===== config.mk =====
export PLATFORM = sky130hd
export DESIGN_NAME = mux_scan_n
export DESIGN_NICKNAME = d
export VERILOG_FILES = /design/src/rtl/mux_scan_n_pkg.sv /design/src/rtl/mux_scan_n_dwell_timer.sv /design/src/rtl/mux_scan_n.sv
export SDC_FILE = /design/constraint.sdc
export NUM_CORES = 1
export LEC_CHECK = 0
export ABC_AREA = 1
export CORE_AREA = 5 5 60 51
export DETAILED_ROUTE_END_ITERATION = 7
export DIE_AREA = 0 0 65 56
export GPL_ROUTABILITY_DRIVEN = 0
export PLACE_DENSITY = 0.82
export SYNTH_ARGS = -nofsm -noshare
export SYNTH_HDL_FRONTEND = slang
export SYNTH_HIERARCHICAL = 1
export SYNTH_SLANG_ARGS = --single-unit
export TNS_END_PERCENT = 1

===== constraint.sdc =====
create_clock -name clk -period 2.3 [get_ports clk]
set_clock_uncertainty 0.2 [all_clocks]
set_input_delay 0.345 -clock clk [delete_from_list [all_inputs] [get_ports clk]]
set_output_delay 0.345 -clock clk [all_outputs]
set_load 0.01 [all_outputs]

===== src/rtl/mux_scan_n_pkg.sv =====
// Shared definitions for the N-channel registered scan multiplexer.
package mux_scan_n_pkg;

  // Encoding of the mode input.
  localparam logic MODE_MANUAL = 1'b0;
  localparam logic MODE_SCAN   = 1'b1;

  // Operating state, decoded each cycle from mode/hold.
  typedef enum logic [1:0] {
    ST_MANUAL = 2'd0,
    ST_SCAN   = 2'd1,
    ST_PAUSE  = 2'd2
  } state_e;

  // Width of a channel index for n channels; never less than one bit.
  function automatic int sel_width(input int n);
    return (n < 2) ? 1 : $clog2(n);
  endfunction

endpackage


===== src/rtl/mux_scan_n_dwell_timer.sv =====
// Dwell counter: counts enabled cycles and flags the last cycle of a dwell.
module dwell_timer #(
  parameter int DWELL = 4
) (
  input  logic clk,
  input  logic reset,
  input  logic en,
  input  logic clr,
  output logic tick
);

  localparam int CW = (DWELL > 1) ? $clog2(DWELL) : 1;
  localparam logic [CW-1:0] LAST = CW'(DWELL - 1);

  logic [CW-1:0] count_q;
  logic [CW-1:0] count_d;

  // Next count: clear wins, otherwise wrap at the end of a dwell while enabled.
  always_comb begin
    count_d = count_q;
    if (clr) begin
      count_d = '0;
    end else if (en) begin
      count_d = (count_q == LAST) ? '0 : count_q + 1'b1;
    end
  end

  // Count register.
  always_ff @(posedge clk) begin
    if (reset) begin
      count_q <= '0;
    end else begin
      count_q <= count_d;
    end
  end

  assign tick = en && (count_q == LAST);

endmodule


===== src/rtl/mux_scan_n.sv =====
// N-channel, W-bit registered multiplexer with manual select and
// round-robin auto-scan; reports the driven channel and pulses on changes.
module mux_scan_n
  import mux_scan_n_pkg::*;
#(
  parameter int W     = 8,
  parameter int N     = 4,
  parameter int DWELL = 4,
  parameter int SELW  = sel_width(N)
) (
  input  logic            clk,
  input  logic            reset,
  input  logic [N*W-1:0]  din,
  input  logic            mode,
  input  logic [SELW-1:0] sel,
  input  logic            hold,
  output logic [W-1:0]    dout,
  output logic [SELW-1:0] ch,
  output logic            ch_change
);

  localparam logic [SELW-1:0] LAST_CH = SELW'(N - 1);

  state_e          state;
  logic            tick;
  logic [SELW-1:0] ch_q;
  logic [SELW-1:0] ch_d;
  logic [W-1:0]    dout_q;
  logic [W-1:0]    dout_d;
  logic            ch_change_q;
  logic            ch_change_d;

  // State follows mode/hold in the same cycle, so it is a pure decode; the
  // only memory it needs (dwell count, channel) lives in the registers below.
  always_comb begin
    state = ST_MANUAL;
    if (mode == MODE_SCAN) begin
      state = hold ? ST_PAUSE : ST_SCAN;
    end
  end

  // Counter runs only in SCAN and is held at zero in MANUAL, so entering SCAN
  // always starts a full dwell and PAUSE resumes from the held count.
  dwell_timer #(
    .DWELL(DWELL)
  ) u_dwell (
    .clk  (clk),
    .reset(reset),
    .en   (state == ST_SCAN),
    .clr  (state == ST_MANUAL),
    .tick (tick)
  );

  // Next channel, its data and the change flag.
  always_comb begin
    ch_d = ch_q;
    unique case (state)
      ST_MANUAL: if (32'(sel) < 32'(N)) ch_d = sel;
      ST_SCAN:   if (tick) ch_d = (ch_q == LAST_CH) ? '0 : ch_q + 1'b1;
      default:   ch_d = ch_q;
    endcase
    dout_d = '0;
    for (int unsigned k = 0; k < N; k++) begin
      if (ch_d == SELW'(k)) dout_d = din[k*W +: W];
    end
    ch_change_d = (ch_d != ch_q);
  end

  // Output registers.
  always_ff @(posedge clk) begin
    if (reset) begin
      ch_q        <= '0;
      dout_q      <= '0;
      ch_change_q <= 1'b0;
    end else begin
      ch_q        <= ch_d;
      dout_q      <= dout_d;
      ch_change_q <= ch_change_d;
    end
  end

  assign dout      = dout_q;
  assign ch        = ch_q;
  assign ch_change = ch_change_q;

endmodule

==> results of run 1 <==
[sequential cells by signal, summed over array words and instances, names as in the netlist]
name	cells
u_dwell/count_q	2
dout	8
ch_change	1
ch	2
[worst max-delay path, stage by stage]
cell and delay [ns]:
clkdlybuf4s50_1 0.49, inv_2 0.07, nor2_4 0.08, nand2_1 0.05, inv_1 0.10, o21ai_0 0.12
nand2_1 0.13, nand2_4 0.10, buf_12 0.15, nor2_4 0.18, nand2_1 0.07, nand3_1 0.09
nand3_1 0.06, inv_1 0.06
[synth_stat cells]
| cell type | number |
|---|---|
| nand3_2 | 1 |
| a21oi_1 | 3 |
| o21ai_0 | 14 |
| nor2_2 | 2 |
| o21ai_2 | 1 |
| nor2_4 | 2 |
| nand2_1 | 35 |
| nand3_1 | 13 |
| inv_2 | 1 |
| dfxtp_1 | 13 |
| nand2_4 | 3 |
| xor2_1 | 2 |
| or2_2 | 2 |
| ha_1 | 2 |
| nor2_1 | 12 |
| buf_6 | 2 |
| inv_1 | 23 |
[stage by stage]
step,cell area [um^2],util
global route,1410,0.592
finish,1410,0.592
CTS,1410,0.592
floorplan,842,-
detailed placement,1380,0.581
global placement,1380,0.581
[per-layer routing]
layer	up-vias	wire length, um	GRT usage
met1	435	1080	0.174
li1	513	-	-
met3	6	155	0.0424
met2	31	1250	0.239
met4	0	63	0.0452
met5	-	0	0
[worst max path at each step]
| stage | to | slack [ns] |
|---|---|---|
| after floorplan | dout[5]$_SDFF_PP0_ | 0.55 |
| after global placement | dout[5]$_SDFF_PP0_ | 0.02 |
| after detailed placement | dout[5]$_SDFF_PP0_ | -0.06 |
| after CTS | dout[5]$_SDFF_PP0_ | 0.21 |
| after global routing | dout[1]$_SDFF_PP0_ | 0.03 |
| final | dout[5]$_SDFF_PP0_ | 0.22 |
[power by group]
group,internal (mW),switching (mW),total [mW]
logic,0.128,0.0939,0.222
registers,0.244,0.00798,0.252
clock network,0.0671,0.0735,0.141
[cell type report]
| cell class | count | area [um^2] | share of cell area |
|---|---|---|---|
| Multi-Input combinational cell | 92 | 469 | 0.333 |
| Tap cell | 27 | 33.8 | 0.0240 |
| Sequential cell | 13 | 260 | 0.185 |
| Timing Repair Buffer | 53 | 531 | 0.376 |
| Clock buffer | 4 | 26.3 | 0.0186 |
| Inverter | 24 | 90.1 | 0.0639 |
[logic make-up after synthesis]
logic type,after synthesis
simple gates,70
buf+inv,26
compound gates,18
flops,13
fa+ha+maj,2
xor+xnor,2
==> key figures, run 1 <==
Logic synthesis
  – Seq cells post-synth: 13
  – Post-Syn Nets: 171
  – Largest family of logic cells by synthesized area: simple AND/OR/NAND/NOR gates
  – Syn Std Cell Area: 842 um^2
  – Complex-gate fraction of the synthesized area: 0.111
  – Synthesis Warnings: 6
  – Simple logic cell fraction of the synthesized area: 0.395
  – Largest area contributor in the netlist: dfxtp_1
  – Post-synth cell types: 17
  – Syn Area/Cell: 6.43 um^2
  – Seq/Total Area, Yosys: 0.309
  – Syn Inst Count: 131
  – Xor/xnor share of the synthesized area: 0.0208
  – Adder-cell share of the synthesized area: 0.0297
  – Mux contribution to synthesized area: 0
  – Main area contributors after synthesis: dfxtp_1 31%, nand2_1 16%, inv_1 10%
  – Area share of the leading cell type in the synthesized netlist: 0.309

STA
  – Setup-failing EPs final: 0
  – Max Clk Rate: 480 MHz
  – Setup TNS: 0 ns
  – Final worst slack: 0.216 ns
  – Worst hold slack: 0.323 ns
  – RSZ-0062 raised after global routing: no
  – Max_slew headroom: 0.780
  – Minimum clock period: 2.08 ns
  – Final Hold Fails: 0
  – Slew Limit Fails: 0
  – Tightest Pin Transition: 0.328 ns
  – Tcrit/Tclk final: 0.906

Worst setup path
  – Crit path DAT: 2.10 ns
  – Reg2Reg Setup Slack: 0.39 ns
  – Startpoint types: input pin
  – WS Path Type: input pin to register
  – Reg2reg end: dout[5]$_SDFF_PP0_
  – Setup crit start: mode
  – Worst Path Required: 2.32 ns
  – CP endpoint kind: register
  – Reg2Reg Depth: 12
  – CP max FO: 9
  – RR Startpoint: u_dwell/count_q[0]$_SDFFE_PP0P_

Pwr
  – Worst IR Drop VDD: 0.360 mV
  – Overall Power: 615 uW
  – PwrDens: 436 mW/mm^2
  – P_leak: 0.677 nW

Run status
  – Outcome: finished, final reports clean

Placed design
  – HPWL Detailed: 2.16 mm
  – Pre-CTS WS: -0.0594 ns
  – Inst Count DP: 209
  – PortBufs: 48

Layout
  – Nets: 227
  – Area Overhead vs Synth: 67.5%
  – Most common cell after layout, fill and taps aside: clkdlybuf4s50_1
  – Ant. Diodes: 0
  – Fin cells: 213
  – Most frequent cells in the layout: 48 x clkdlybuf4s50_1, 35 x nand2_1, 23 x inv_1
  – Share of cells above drive strength 1: 0.108
  – # fillers: 237

CTS
  – CTS max path bufs: 2
  – Htree depth: 1
  – CTS buffer count: 3
  – Reg clk slew, reported paths: 0.08 ns
  – Post-CTS Setup Bufs: 0
  – Worst skew pair latency: 0.27 ns
  – TritonCTS clock tree: done
  – Post-CTS resize count: 0
  – Clock Sinks: 13
  – Hold buffers post-CTS: 0
  – Root Driver: clkbuf_4

Global routing
  – Largest net degree at the start of global routing: 12
  – Global-route wire length before repair: 4.17 mm
  – Vias in the first global route: 955
  – GRT overflow: 0
  – Gr usage total: 0.143
  – Initial antenna violation count: 0

Floorplanning
  – Total die area: 0.00364 mm^2
  – Die Span Y: 56 um
  – Core ar.: 0.00238 mm^2
  – Top Ports: 49
  – Chip Width: 65 um
  – Num rows: 16
  – Starting Density: 0.353

Detailed routing
  – First-pass iteration count of the detailed router: 4
  – WL final: 2.55 mm
  – DR WL/cell: 12.0 um
  – Post-route ant nets: 0
  – Post-route DRC: 0
  – Iter 0 DRT Violations: 42
  – Vias: 985
  – Via/cell ratio: 4.62

Job
  – Max-capacitance violation count: 0

Hold path
  – Type of the worst min-delay path: register to register
  – Hold_sp: u_dwell/count_q[1]$_SDFFE_PP0P_
  – Hold path depth: 2
  – Hold endpoint: u_dwell/count_q[1]$_SDFFE_PP0P_
No activity file was read; power rests on OpenSTA's default activity.
==> inputs of run 2 (changes only) <==
--- a/config.mk
+++ b/config.mk
@@ -10,6 +10,7 @@
 export DETAILED_ROUTE_END_ITERATION = 7
 export DIE_AREA = 0 0 65 56
 export GPL_ROUTABILITY_DRIVEN = 0
+export HOLD_SLACK_MARGIN = 0.08
 export PLACE_DENSITY = 0.82
 export SYNTH_ARGS = -nofsm -noshare
 export SYNTH_HDL_FRONTEND = slang
==> results of run 2 <==
Final layout, timing and power as in run 1 (identical DEF).
==> inputs of run 3 (changes only) <==
--- a/config.mk
+++ b/config.mk
@@ -6,12 +6,14 @@
 export NUM_CORES = 1
 export LEC_CHECK = 0
 export ABC_AREA = 1
-export CORE_AREA = 5 5 60 51
+export CORE_AREA = 2 2 57 48
+export CTS_CLUSTER_SIZE = 16
 export DETAILED_ROUTE_END_ITERATION = 7
-export DIE_AREA = 0 0 65 56
+export DIE_AREA = 0 0 59 50
 export GPL_ROUTABILITY_DRIVEN = 0
 export HOLD_SLACK_MARGIN = 0.08
 export PLACE_DENSITY = 0.82
+export RECOVER_POWER = 25
 export SYNTH_ARGS = -nofsm -noshare
 export SYNTH_HDL_FRONTEND = slang
 export SYNTH_HIERARCHICAL = 1
==> key figures, run 3 (synthesis results as in run 1) <==
Placed design
  – HPWL Detailed: 2.10 mm (-3.1%)
  – Inst Count DP: 211 (+0.96%)
  – PortBufs: 48 (unchanged)

STA
  – Max Clk Rate: 490 MHz (+2.1%)
  – Final Hold Fails: 0 (unchanged)
  – Tcrit/Tclk final: 0.888 (-0.0186)
  – Setup-failing EPs final: 0 (unchanged)
  – Max_slew headroom: 0.766 (-0.0140)
  – Worst hold slack: 0.286 ns (-0.0371 ns)
  – Setup TNS: 0 ns (unchanged)
  – RSZ-0062 raised after global routing: no
  – Slew Limit Fails: 0 (unchanged)
  – Minimum clock period: 2.04 ns (-0.0428 ns)
  – Tightest Pin Transition: 0.349 ns (+0.0210 ns)

Layout
  – Ant. Diodes: 0 (unchanged)
  – Most common cell after layout, fill and taps aside: clkdlybuf4s50_1
  – Fin cells: 215 (+0.94%)
  – Most frequent cells in the layout: 45 x clkdlybuf4s50_1, 35 x nand2_1, 24 x inv_1
  – Post-layout util: 0.602 (+0.0103)
  – Area Overhead vs Synth: 68.9%
  – Share of cells above drive strength 1: 0.106 (-0.00114)
  – Nets: 229 (+0.88%)
  – Max FFs per register: 8 (unchanged)

Pwr
  – NetSw: 181 uW (+3.2%)
  – Overall Power: 621 uW (+1.1%)
  – Combinational Power Share: 0.359 (-0.002)
  – Internal: 440 uW (+0.20%)
  – Seq pwr share: 0.406 (-0.004)
  – PwrDens: 437 mW/mm^2 (+0.18%)
  – Sw Ratio: 0.291 (+0.00611)
  – P_leak: 0.694 nW (+2.5%)
  – Clock network power share: 0.235 (+0.006)
  – Worst IR Drop VDD: 0.287 mV (-20%)

Worst setup path
  – Crit path DAT: 2.07 ns (-0.03 ns)
  – CP max FO: 8 (-1)
  – WS Path Type: input pin to register
  – Worst Path Required: 2.33 ns (about the same)
  – CP endpoint kind: register
  – Startpoint types: input pin

Job
  – Max-capacitance violation count: 0 (unchanged)

Floorplanning
  – Top Ports: 49 (unchanged)
  – Chip Width: 59 um (-9.2%)
  – Total die area: 0.00295 mm^2 (-19%)
  – Core ar.: 0.00236 mm^2 (-0.84%)
  – Num rows: 16 (unchanged)
  – Starting Density: 0.356 (+0.00300)
  – Die Span Y: 50 um (-11%)

Detailed routing
  – WL final: 2.49 mm (-2.5%)
  – Post-route DRC: 0 (unchanged)
  – Iter 0 DRT Violations: 23 (-45%)
  – Vias: 1003 (+1.8%)
  – DR WL/cell: 11.6 um (-3.4%)
  – Post-route ant nets: 0 (unchanged)
  – Via/cell ratio: 4.67 (+0.88%)
  – First-pass iteration count of the detailed router: 4 (unchanged)

Global routing
  – Vias in the first global route: 948 (-0.73%)
  – Largest net degree at the start of global routing: 9 (-3)
  – Gr usage total: 0.183 (+0.0397)
  – GRT overflow: 0 (unchanged)
  – Initial antenna violation count: 0 (unchanged)
  – Global-route wire length before repair: 4.02 mm (-3.8%)

CTS
  – Root Driver: clkbuf_4
  – Htree depth: 1 (unchanged)
  – CTS buffer count: 3 (unchanged)
  – Hold buffers post-CTS: 0 (unchanged)
  – Worst skew pair latency: 0.28 ns (about the same)
  – Post-CTS resize count: 0 (unchanged)
  – Clock Sinks: 13 (unchanged)
  – Reg clk slew, reported paths: 0.08 ns (about the same)
  – TritonCTS clock tree: done
  – Post-CTS Setup Bufs: 0 (unchanged)
  – CTS max path bufs: 2 (unchanged)

Hold path
  – Type of the worst min-delay path: register to register

Run status
  – Outcome: finished, final reports clean
run 3: changes by cell type in the layout (fill, tap and decap cells not counted), sizes merged:
cell           delta
dlygate4sd3       +3
clkdlybuf4s50     -3
buf               +2
run 3: layer usage:
| metal | share of wire | track usage | vias to the layer above |
|---|---|---|---|
| met4 | 0.023 | 0.0871 | 0 |
| met2 | 0.50 | 0.309 | 39 |
| met1 | 0.41 | 0.202 | 441 |
| met3 | 0.068 | 0.0604 | 6 |
| li1 | - | - | 517 |
| met5 | 0 | 0 | - |
run 3: worst paths after layout:
path	startpoint	end	slack, ns	cells past startpoint
hold / removal	u_dwell/count_q[1]$_SDFFE_PP0P_	u_dwell/count_q[1]$_SDFFE_PP0P_	0.29	2
setup / recovery	mode	dout[5]$_SDFF_PP0_	0.26	14
hold reg to reg	u_dwell/count_q[1]$_SDFFE_PP0P_	u_dwell/count_q[1]$_SDFFE_PP0P_	0.29	2
setup reg to reg	u_dwell/count_q[0]$_SDFFE_PP0P_	dout[5]$_SDFF_PP0_	0.36	12
run 3: critical path, cell delays in order:
cell             delay (ns)
clkdlybuf4s50_1        0.47
inv_1                  0.07
nor2_4                 0.08
nand2_1                0.05
inv_1                  0.10
o21ai_0                0.13
nand2_1                0.13
nand2_4                0.10
buf_12                 0.15
nor2_4                 0.15
nand2_1                0.07
nand3_1                0.08
nand3_1                0.06
inv_1                  0.06
run 3: layout make-up:
| type | count | area (um^2) |
|---|---|---|
| fillers | 224 | 940 |
| repair buffers | 55 | 546 |
| multi-input cells | 92 | 467 |
| flip-flops and latches | 13 | 260 |
| inverters | 24 | 90.1 |
| well taps | 27 | 33.8 |
| clock buffers | 4 | 26.3 |
run 3: per-stage QoR:
| stage | instance area, um^2 | setup slack (ns) |
|---|---|---|
| global placement | 1400 | 0.0447 |
| CTS | 1430 | 0.279 |
| detailed placement | 1400 | -0.0239 |
| floorplan | 842 | 0.549 |
| finish | 1420 | 0.258 |
| global route | 1420 | 0.0785 |
run 3: power by group through the flow:
stage / clock (mW) / sequential, mW / combinational [mW]
6_report: 0.146 / 0.252 / 0.223
5_1_grt: 0.167 / 0.254 / 0.246
4_1_cts: 0.156 / 0.253 / 0.227
3_5_place_dp: 0 / 0.258 / 0.227
3_3_place_gp: 0 / 0.257 / 0.221
2_1_floorplan: 0 / 0.266 / 0.0888
